<file path="config.mk">
export PLATFORM = sky130hd
export DESIGN_NAME = dsp_postadd_preg
export DESIGN_NICKNAME = d
export VERILOG_FILES = /design/src/rtl/dsp_postadd_preg.sv
export SDC_FILE = /design/constraint.sdc
export NUM_CORES = 1
export LEC_CHECK = 0
export ABC_CLOCK_PERIOD_IN_PS = 19150
export CAP_MARGIN = 20
export CORE_MARGIN = 4
export CORE_UTILIZATION = 59
export CTS_BUF_LIST = sky130_fd_sc_hd__clkbuf_4 sky130_fd_sc_hd__clkbuf_8 sky130_fd_sc_hd__clkbuf_16
export DETAILED_ROUTE_END_ITERATION = 8
export MAX_ROUTING_LAYER = met4
export PLACE_DENSITY = 0.87
export SYNTH_ARGS = -nofsm -noshare
export SYNTH_HDL_FRONTEND = slang
export SYNTH_SLANG_ARGS = --single-unit
</file>
<file path="constraint.sdc">
create_clock -name clk -period 19.15 [get_ports clk]
set_input_delay 3.83 -clock clk [delete_from_list [all_inputs] [get_ports clk]]
set_output_delay 3.83 -clock clk [all_outputs]
set_load 0.01 [all_outputs]
</file>
<file path="src/rtl/dsp_postadd_preg.sv">
// Post-adder, P register, PCOUT cascade and frame accumulate controller of a DSP48A1-style slice.
// Latency IREG+PREG; no backpressure, stages stall on ce_in/ce_p; DSP_POSTADD_SAT_EN adds saturation and sat_flag.
module dsp_postadd_preg #(
   parameter int IREG    = 1,
   parameter int PREG    = 1,
   parameter int WIDTH_M = 36,
   parameter int WIDTH_P = 48
) (
   input  logic               clk,
   input  logic               rst,
   input  logic               ce_in,
   input  logic               ce_p,
   input  logic [4:0]         opmode,
   input  logic [WIDTH_M-1:0] m_in,
   input  logic [WIDTH_P-1:0] dab_in,
   input  logic [WIDTH_P-1:0] c_in,
   input  logic [WIDTH_P-1:0] pcin,
   input  logic               carryin,
   input  logic               valid_in,
   input  logic [15:0]        frame_len,
   output logic [WIDTH_P-1:0] p,
   output logic [WIDTH_P-1:0] pcout,
   output logic               carryout,
   output logic               valid_out,
   output logic               frame_done
`ifdef DSP_POSTADD_SAT_EN
   ,
   output logic               sat_flag
`endif
);

   typedef enum logic {ACCUM, RESTART} frame_state_t;

   logic [4:0]         s1_opmode;
   logic [WIDTH_M-1:0] s1_m;
   logic [WIDTH_P-1:0] s1_dab;
   logic [WIDTH_P-1:0] s1_c;
   logic [WIDTH_P-1:0] s1_pcin;
   logic               s1_cin;
   logic               s1_vld;

   frame_state_t       state, state_nxt;
   logic [15:0]        cnt, cnt_nxt, cnt_upd;
   logic               p_load, fb_zero, frame_end;

   logic [WIDTH_P-1:0] p_fb, x_op, z_op, p_res;
   logic [WIDTH_P:0]   sum;
   logic               sub, co_nxt;

   generate
      if (IREG != 0) begin : g_ireg
         always_ff @(posedge clk or posedge rst) begin
            if (rst) begin
               s1_opmode <= '0;
               s1_m      <= '0;
               s1_dab    <= '0;
               s1_c      <= '0;
               s1_pcin   <= '0;
               s1_cin    <= 1'b0;
               s1_vld    <= 1'b0;
            end else if (ce_in) begin
               s1_opmode <= opmode;
               s1_m      <= m_in;
               s1_dab    <= dab_in;
               s1_c      <= c_in;
               s1_pcin   <= pcin;
               s1_cin    <= carryin;
               s1_vld    <= valid_in;
            end
         end
      end else begin : g_noireg
         assign s1_opmode = opmode;
         assign s1_m      = m_in;
         assign s1_dab    = dab_in;
         assign s1_c      = c_in;
         assign s1_pcin   = pcin;
         assign s1_cin    = carryin;
         assign s1_vld    = valid_in;
      end
   endgenerate

   // Only valid samples reach the accumulator and advance the frame counter.
   assign p_load = ce_p & s1_vld;

   always_comb begin
      state_nxt = state;
      cnt_nxt   = cnt;
      cnt_upd   = 16'd0;
      fb_zero   = 1'b0;
      frame_end = 1'b0;
      if (frame_len == 16'd0) begin
         if (p_load) begin
            state_nxt = ACCUM;
            cnt_nxt   = 16'd0;
         end
      end else begin
         fb_zero   = (state == RESTART);
         cnt_upd   = fb_zero ? 16'd1 : cnt + 16'd1;
         // A wrap to zero closes a frame whose length was shrunk below the running count.
         frame_end = (cnt_upd == frame_len) || (cnt_upd == 16'd0);
         if (p_load) begin
            state_nxt = frame_end ? RESTART : ACCUM;
            cnt_nxt   = frame_end ? 16'd0 : cnt_upd;
         end
      end
   end

   always_ff @(posedge clk or posedge rst) begin
      if (rst) begin
         state <= RESTART;
         cnt   <= 16'd0;
      end else begin
         state <= state_nxt;
         cnt   <= cnt_nxt;
      end
   end

   always_comb begin
      x_op = '0;
      z_op = '0;
      case (s1_opmode[1:0])
         2'd1:    x_op = {{(WIDTH_P-WIDTH_M){1'b0}}, s1_m};
         2'd2:    x_op = p_fb;
         2'd3:    x_op = s1_dab;
         default: x_op = '0;
      endcase
      case (s1_opmode[3:2])
         2'd1:    z_op = s1_pcin;
         2'd2:    z_op = p_fb;
         2'd3:    z_op = s1_c;
         default: z_op = '0;
      endcase
   end

   always_comb begin
      sub = s1_opmode[4];
      if (sub) begin
         sum = {1'b0, z_op} - ({1'b0, x_op} + {{WIDTH_P{1'b0}}, s1_cin});
      end else begin
         sum = {1'b0, z_op} + {1'b0, x_op} + {{WIDTH_P{1'b0}}, s1_cin};
      end
      co_nxt = sub ? ~sum[WIDTH_P] : sum[WIDTH_P];
`ifdef DSP_POSTADD_SAT_EN
      if (sum[WIDTH_P]) begin
         p_res = sub ? '0 : '1;
      end else begin
         p_res = sum[WIDTH_P-1:0];
      end
`else
      p_res = sum[WIDTH_P-1:0];
`endif
   end

   generate
      if (PREG != 0) begin : g_preg
         logic [WIDTH_P-1:0] p_q;
         logic               co_q, vld_q, done_q;

         always_ff @(posedge clk or posedge rst) begin
            if (rst) begin
               p_q    <= '0;
               co_q   <= 1'b0;
               vld_q  <= 1'b0;
               done_q <= 1'b0;
            end else if (ce_p) begin
               vld_q <= s1_vld;
               if (s1_vld) begin
                  p_q    <= p_res;
                  co_q   <= co_nxt;
                  done_q <= frame_end;
               end
            end
         end

         assign p_fb       = fb_zero ? '0 : p_q;
         assign p          = p_q;
         assign carryout   = co_q;
         assign valid_out  = vld_q;
         assign frame_done = done_q;
      end else begin : g_nopreg
         // Without a P register there is nothing to feed back.
         assign p_fb       = '0;
         assign p          = p_res;
         assign carryout   = co_nxt;
         assign valid_out  = s1_vld;
         assign frame_done = p_load & frame_end;
      end
   endgenerate

   assign pcout = p;

`ifdef DSP_POSTADD_SAT_EN
   logic sat_q;

   always_ff @(posedge clk or posedge rst) begin
      if (rst) begin
         sat_q <= 1'b0;
      end else if (p_load & sum[WIDTH_P]) begin
         sat_q <= 1'b1;
      end
   end

   assign sat_flag = sat_q | ((PREG == 0) & p_load & sum[WIDTH_P]);
`endif

endmodule
</file>
==> results.sh, run 1 <==
export IMPL_dieArea_sq_mm=0.0345
export IMPL_gp_congestion=0.978
export IMPL_grt_pass1_wl_um=82600
export IMPL_fin_ws_ps=9920
export IMPL_clockPowerShare_pct=18.3
export IMPL_ys_seq_area_share_pct=34.3
export IMPL_ios=306
export IMPL_clock_path_buffers=3
export IMPL_vias=15587
export IMPL_routedWlPerCell_um=20.2
export IMPL_viasPerCell=6.11
export IMPL_cellPowerDensity_mw_per_mm2=132
export IMPL_antenna_found_initial=2
export IMPL_fin_crit_ps=9230
export IMPL_peakVddDrop_mv=0.0760
export IMPL_reg2reg_depth=16
export IMPL_synth_edf_count=0
export IMPL_drtAntennaViolNets=0
export IMPL_die_y_um=186
export IMPL_slowest_delay_ps=700
export IMPL_p_leak_nw=9.91
export IMPL_p_switching_w=0.00125
export IMPL_clock_skew_ps=10.8
export IMPL_finalSetupTns_ps=0
export IMPL_cts_buffers=28
export IMPL_ys_warn_count=0
export IMPL_tritoncts="yes"
export IMPL_hp_class="reg2reg"
export IMPL_cts_sinks=255
export IMPL_numPortBuffers=305
export IMPL_firstDrtPassIters=6
export IMPL_clk_pin_slew_ps=60
export IMPL_area_growth_syn_to_layout_pct=20.9
export IMPL_holdPathStages=2
export IMPL_cp_arrival_ps=9640
export IMPL_dpl_hpwl_um=37400
export IMPL_root_buffer="clkbuf_16"
export IMPL_postCtsSetupBuffers=0
export IMPL_grt_pass1_vias=16057
export IMPL_maxCapViolCount=0
export IMPL_total_power_w=0.00297
export IMPL_synth_cell_type_count=74
export IMPL_fp_row_count=64
export IMPL_overflow=0
export IMPL_start_util_pct=60.4
export IMPL_syn_nets=2276
export IMPL_route_met2_wl_um=25400
export IMPL_die_w_um=186
export IMPL_grt_use_total_pct=30.0
export IMPL_drt_iter0_drc=1315
export IMPL_dp_slack_ps=9510
export IMPL_seq_power_share_pct=25.2
export IMPL_max_freq_ghz=0.108
export IMPL_highest_layer="met4"
export IMPL_critical_path_top_delay_family="compound AO/OA/AOI/OAI gates"
export IMPL_wirelength_um=51600
export IMPL_synth_area_leaders="dfrtp_1, mux2_2, ha_1"
export IMPL_syn_area_sq_mm=0.0186
export IMPL_crit_fanout=48
export IMPL_start_kind="input port"
export IMPL_async_flop_share_pct=100
export IMPL_rsz0062_at_grt="no"
export IMPL_crit_chain="clkdlybuf4s50_1, nor4_1, a41o_1, and3b_2, buf_4, a22oi_1, fa_1, fa_1, nand2b_1, a211o_1, a211oi_1, o21ai_1, a2111o_1, nand2_1, a221oi_1, xnor2_1, nor2_1, nand4bb_1"
export IMPL_insertion_delay_ps=550
export IMPL_cp_depth=18
export IMPL_period_share_pct=48.2
export IMPL_whs_ps=502
export IMPL_hold_viol=0
export IMPL_cp_end_kind="flop"
export IMPL_crit_path_top_delay_cell="a211oi_1"
export IMPL_wl_met1_um=21800
export IMPL_core_area_sq_mm=0.0308
export IMPL_synth_top_area_share_pct=34.1
export IMPL_rr_startpoint="s1_opmode[1]$_DFFE_PP0P_"
export IMPL_cp_required_ps=19560
export IMPL_htreeDepth=1
export IMPL_cts_resized=0
export IMPL_drc_errors=0
export IMPL_crit_top_cell="fa_1"
export IMPL_wl_met3_um=3370
export IMPL_yosysTopAreaCell="dfrtp_1"
export IMPL_ys_seq_elements=255
export IMPL_path_class="in2reg"
export IMPL_drive_above_1_share_pct=16.2
export IMPL_slew_headroom_pct=34.9
export IMPL_hold_start="frame_done$_DFFE_PP0P_"
export IMPL_path_buf_inv=2
export IMPL_holdBufCountCts=0
export IMPL_num_nets_final=2484
export IMPL_drv_slew=0
export IMPL_ys_flop_type="dfrtp_1"
export IMPL_final_core_util_pct=73.0
export IMPL_combPwrFrac_pct=56.5
export IMPL_grt_start_max_net_pins=107
export IMPL_crit_start="frame_len[1]"
export IMPL_cellInternalPower_w=0.00172
export IMPL_setup_viol=0
export IMPL_sw_frac_of_total_pct=42.0
export IMPL_tightest_slew_ps=976
export IMPL_outcome="completed"
export IMPL_syn_instance_count=1925
export IMPL_avgSynthCellArea_sq_um=9.67
path summary, 6_finish.rpt:
check	endpoint	slack, ps
min in group asynchronous	s1_c[21]$_DFFE_PP0P_	3830
max in group asynchronous	s1_opmode[4]$_DFFE_PP0P_	13790
worst min register to register	frame_done$_DFFE_PP0P_	500
worst max register to register	p[46]$_DFFE_PP0P_	13220
worst min-delay path	frame_done$_DFFE_PP0P_	500
worst max-delay path	p[46]$_DFFE_PP0P_	9920
through the flow:
step,area (sq um),std cells
after global placement,21600,2499
after floorplan,18600,1925
after CTS,22500,2550
final,22500,2552
after global routing,22500,2552
after detailed placement,21600,2499
registers in the layout (all words and copies together), names as in the netlist, 5 cells and up:
| signal | cells |
|---|---|
| s1_dab | 48 |
| s1_opmode | 5 |
| s1_c | 48 |
| s1_pcin | 48 |
| cnt | 16 |
| p | 48 |
| s1_m | 36 |
logic make-up (layout without fill, tap and decap cells):
| kind of cell | Yosys count | after routing | share of synthesized area [%] |
|---|---|---|---|
| other | 0 | 2 | 0 |
| adder cells (fa/ha/maj) | 144 | 144 | 9.84 |
| buffers and inverters | 273 | 502 | 6.49 |
| multiplexers | 275 | 275 | 16.6 |
| flip-flops | 255 | 255 | 34.3 |
| XOR/XNOR | 106 | 106 | 5.07 |
| AND/OR/NAND/NOR | 374 | 374 | 9.84 |
| AO/OA/AOI/OAI | 498 | 498 | 17.9 |
per-layer routing:
| layer | global-route usage, % | vias to the layer above |
|---|---|---|
| li1 | - | 7280 |
| met1 | 38.9 | 7577 |
| met2 | 51.1 | 639 |
| met3 | 3.65 | 91 |
| met4 | 6.79 | 0 |
| met5 | - | - |
cell type report:
cell class | count | area [sq um]
Sequential cell | 255 | 6390
Clock inverter | 16 | 145
Timing Repair Buffer | 318 | 3150
Fill cell | 2143 | 8320
Tap cell | 396 | 495
Antenna cell | 2 | 5.00
Inverter | 133 | 507
Multi-Input combinational cell | 1397 | 11000
Clock buffer | 35 | 783
power by group through the flow:
stage / logic, W / registers, W / clock network [W]
floorplan: 0.00117 / 0.000731 / 0
global placement: 0.00161 / 0.000746 / 0
detailed placement: 0.00163 / 0.000754 / 0
CTS: 0.00165 / 0.000746 / 0.000550
global route: 0.00183 / 0.000762 / 0.000573
finish: 0.00168 / 0.000748 / 0.000542
cell usage after synthesis, types with 16 or more instances:
cell        n
mux2_2    270
dfrtp_1   254
ha_1      140
inv_1     133
a21oi_1   127
nand2_1   116
nor2_1     97
a22o_1     87
clkbuf_1   75
xnor2_1    69
o21ai_0    52
o21ai_1    52
buf_4      48
a21o_1     42
xor2_1     36
nand2b_1   20
a22oi_1    17
and3_1     17
nand3_1    17
nor3_1     17
o21bai_1   17
nand4_1    16
worst register-to-register path: stages (launching register included):
cell and delay, ps:
dfrtp_2 740, buf_4 470, and3b_2 250, buf_4 490, a22oi_1 240, fa_1 470, fa_1 390, nand2b_1 170
a211o_1 320, a211oi_1 700, o21ai_1 320, a2111o_1 500, nand2_1 170, a221oi_1 150, xnor2_1 170, nor2_1 60
nand4bb_1 200
layout by cell type, fill, tap and decap left out, types with 20 or more instances in the layout:
cell and instances:
xnor2_1 69, mux2_2 270, nor2_1 97, dfrtp_1 250, o21ai_1 52, nand2_1 115, xor2_1 36, a21oi_1 127
ha_1 140, nand2b_1 20, a22o_1 87, clkdlybuf4s50_1 304, clkbuf_16 29, inv_1 132, a21o_1 42, o21ai_0 52
No activity file was read; power rests on OpenSTA's default activity.
==> run 2: changes to the inputs <==
ABC_CLOCK_PERIOD_IN_PS = 7850   (was 19150)
CORE_UTILIZATION = 50   (was 59)
PLACE_DENSITY = 0.79   (was 0.87)
clock period = 7.85 ns   (was 19.15 ns; I/O delays follow)
==> run 2 against run 1 <==
  * Combinational power grew 140%
  * Worst hold slack got worse by 6.5 ps
  * Clock power is 140% higher
  * Via count fell by 2.2%
  * Final cell count grew 2.8%
  * Worst setup slack got worse by 8800 ps
  * Global-route usage is 4.9 points lower
  * Register-to-register slack worse by 11000 ps
  * Non-clock buffer count is 4 higher
  * Critical path type unchanged
  * Critical endpoint is now p[47]$_DFFE_PP0P_
  * Highest routed layer unchanged
==> results.sh, run 2 (synthesis gave the netlist of run 1 again) <==
export IMPL_drc_errors=0
export IMPL_drt_iter0_drc=817
export IMPL_ios=306
export IMPL_insertion_delay_ps=550
export IMPL_dieArea_sq_mm=0.0404
export IMPL_finalSetupTns_ps=0
export IMPL_htreeDepth=1
export IMPL_overflow=0
export IMPL_hold_viol=0
export IMPL_clock_path_buffers=3
export IMPL_setup_viol=0
export IMPL_start_kind="input port"
export IMPL_antenna_found_initial=0
export IMPL_viasPerCell=5.81
export IMPL_cp_required_ps=8250
export IMPL_dpl_instance_area_sq_mm=0.0217
export IMPL_fp_row_count=70
export IMPL_crit_fanout=26
export IMPL_peakVddDrop_mv=0.195
export IMPL_max_freq_ghz=0.148
export IMPL_clock_skew_ps=19.9
export IMPL_p_leak_nw=9.92
export IMPL_drv_slew=0
export IMPL_whs_ps=495
export IMPL_layout_common_cells="clkdlybuf4s50_1, mux2_2, dfrtp_1, ha_1, inv_1"
export IMPL_rsz0062_at_grt="no"
export IMPL_vias=15238
export IMPL_maxCapViolCount=0
export IMPL_cellPowerDensity_mw_per_mm2=318
export IMPL_period_share_pct=86.2
export IMPL_cp_end_kind="flop"
export IMPL_tightest_slew_ps=1100
export IMPL_die_w_um=201
export IMPL_cp_arrival_ps=7160
export IMPL_routedWlPerCell_um=19.4
export IMPL_diodes=0
export IMPL_numPortBuffers=305
export IMPL_cts_sinks=255
export IMPL_dp_slack_ps=773
export IMPL_tritoncts="yes"
export IMPL_fin_area_sq_mm=0.0227
export IMPL_gp_congestion=0.924
export IMPL_clk_pin_slew_ps=60
export IMPL_final_common_cell="clkdlybuf4s50_1"
export IMPL_firstDrtPassIters=5
export IMPL_hp_class="reg2reg"
export IMPL_start_util_pct=50.7
export IMPL_holdBufCountCts=0
export IMPL_cts_buffers=27
export IMPL_cts_resized=0
export IMPL_fin_crit_ps=6770
export IMPL_wirelength_um=50900
export IMPL_grt_pass1_vias=15765
export IMPL_postCtsSetupBuffers=0
export IMPL_dpl_hpwl_um=37700
export IMPL_grt_start_max_net_pins=173
export IMPL_die_y_um=201
export IMPL_outcome="completed"
export IMPL_grt_pass1_wl_um=82900
export IMPL_slew_headroom_pct=26.6
export IMPL_fin_ws_ps=1080
export IMPL_num_nets_final=2487
export IMPL_grt_use_total_pct=25.2
export IMPL_area_growth_syn_to_layout_pct=21.7
export IMPL_drtAntennaViolNets=0
export IMPL_core_area_sq_mm=0.0367
export IMPL_path_class="in2reg"
export IMPL_drive_above_1_share_pct=16.2
export IMPL_root_buffer="clkbuf_16"
-- run 2: where the power goes --
| group | switching [W] | internal [W] | total, W | leakage (nW) |
|---|---|---|---|---|
| registers | 0.000287 | 0.00154 | 0.00183 | 3.05 |
| logic | 0.00218 | 0.00189 | 0.00407 | 6.42 |
| clock network | 0.000531 | 0.000780 | 0.00131 | 0.452 |
| total | 0.00299 | 0.00421 | 0.00721 | 9.92 |
-- run 2: path summary, 6_finish.rpt --
| kind | cells after the start | startpoint | to | slack [ps] |
|---|---|---|---|---|
| worst max-delay path | 19 | frame_len[1] | p[47]$_DFFE_PP0P_ | 1080 |
| worst min-delay path | 2 | frame_done$_DFFE_PP0P_ | frame_done$_DFFE_PP0P_ | 500 |
| worst max register to register | 18 | state$_DFFE_PP1P_ | p[47]$_DFFE_PP0P_ | 2030 |
| worst min register to register | 2 | frame_done$_DFFE_PP0P_ | frame_done$_DFFE_PP0P_ | 500 |
| max in group asynchronous | 3 | rst | s1_opmode[4]$_DFFE_PP0P_ | 4810 |
| min in group asynchronous | 2 | rst | s1_pcin[22]$_DFFE_PP0P_ | 1520 |
-- run 2: layout make-up --
cell class,count,area (sq um)
clock buffer,38,808
clock inverter,10,108
fill,2990,14000
inverter,133,503
multi-input combinational,1397,11000
sequential,255,6390
tap,468,586
timing repair buffer,322,3230
-- run 2: metal layers --
layer	vias up	part of all wire, %	global-route usage, %
met4	0	1.3	3.56
met5	-	0	-
met3	50	5.6	3.28
li1	7272	-	-
met1	7440	46	34.4
met2	476	48	41.5
-- run 2: per-stage QoR --
step | cells | power, W | utilization (%)
final | 2623 | 0.00721 | 61.7
after global routing | 2623 | 0.00774 | 61.7
after CTS | 2621 | 0.00721 | 61.6
after detailed placement | 2573 | 0.00585 | 59.1
after global placement | 2573 | 0.00579 | 59.1
after floorplan | 1925 | 0.00464 | -
-- run 2: worst max-delay path, cell delays in order --
cell	delay [ps]
clkdlybuf4s50_1	480
nor4_1	420
a41o_1	360
and3b_2	240
buf_4	320
a22o_1	230
ha_1	330
a21oi_1	110
o21ai_0	440
o311ai_0	280
o21bai_1	280
a31oi_1	550
a211oi_1	160
buf_4	200
o31ai_1	510
a2111oi_0	240
a21oi_1	200
xnor2_1	140
o21bai_1	80
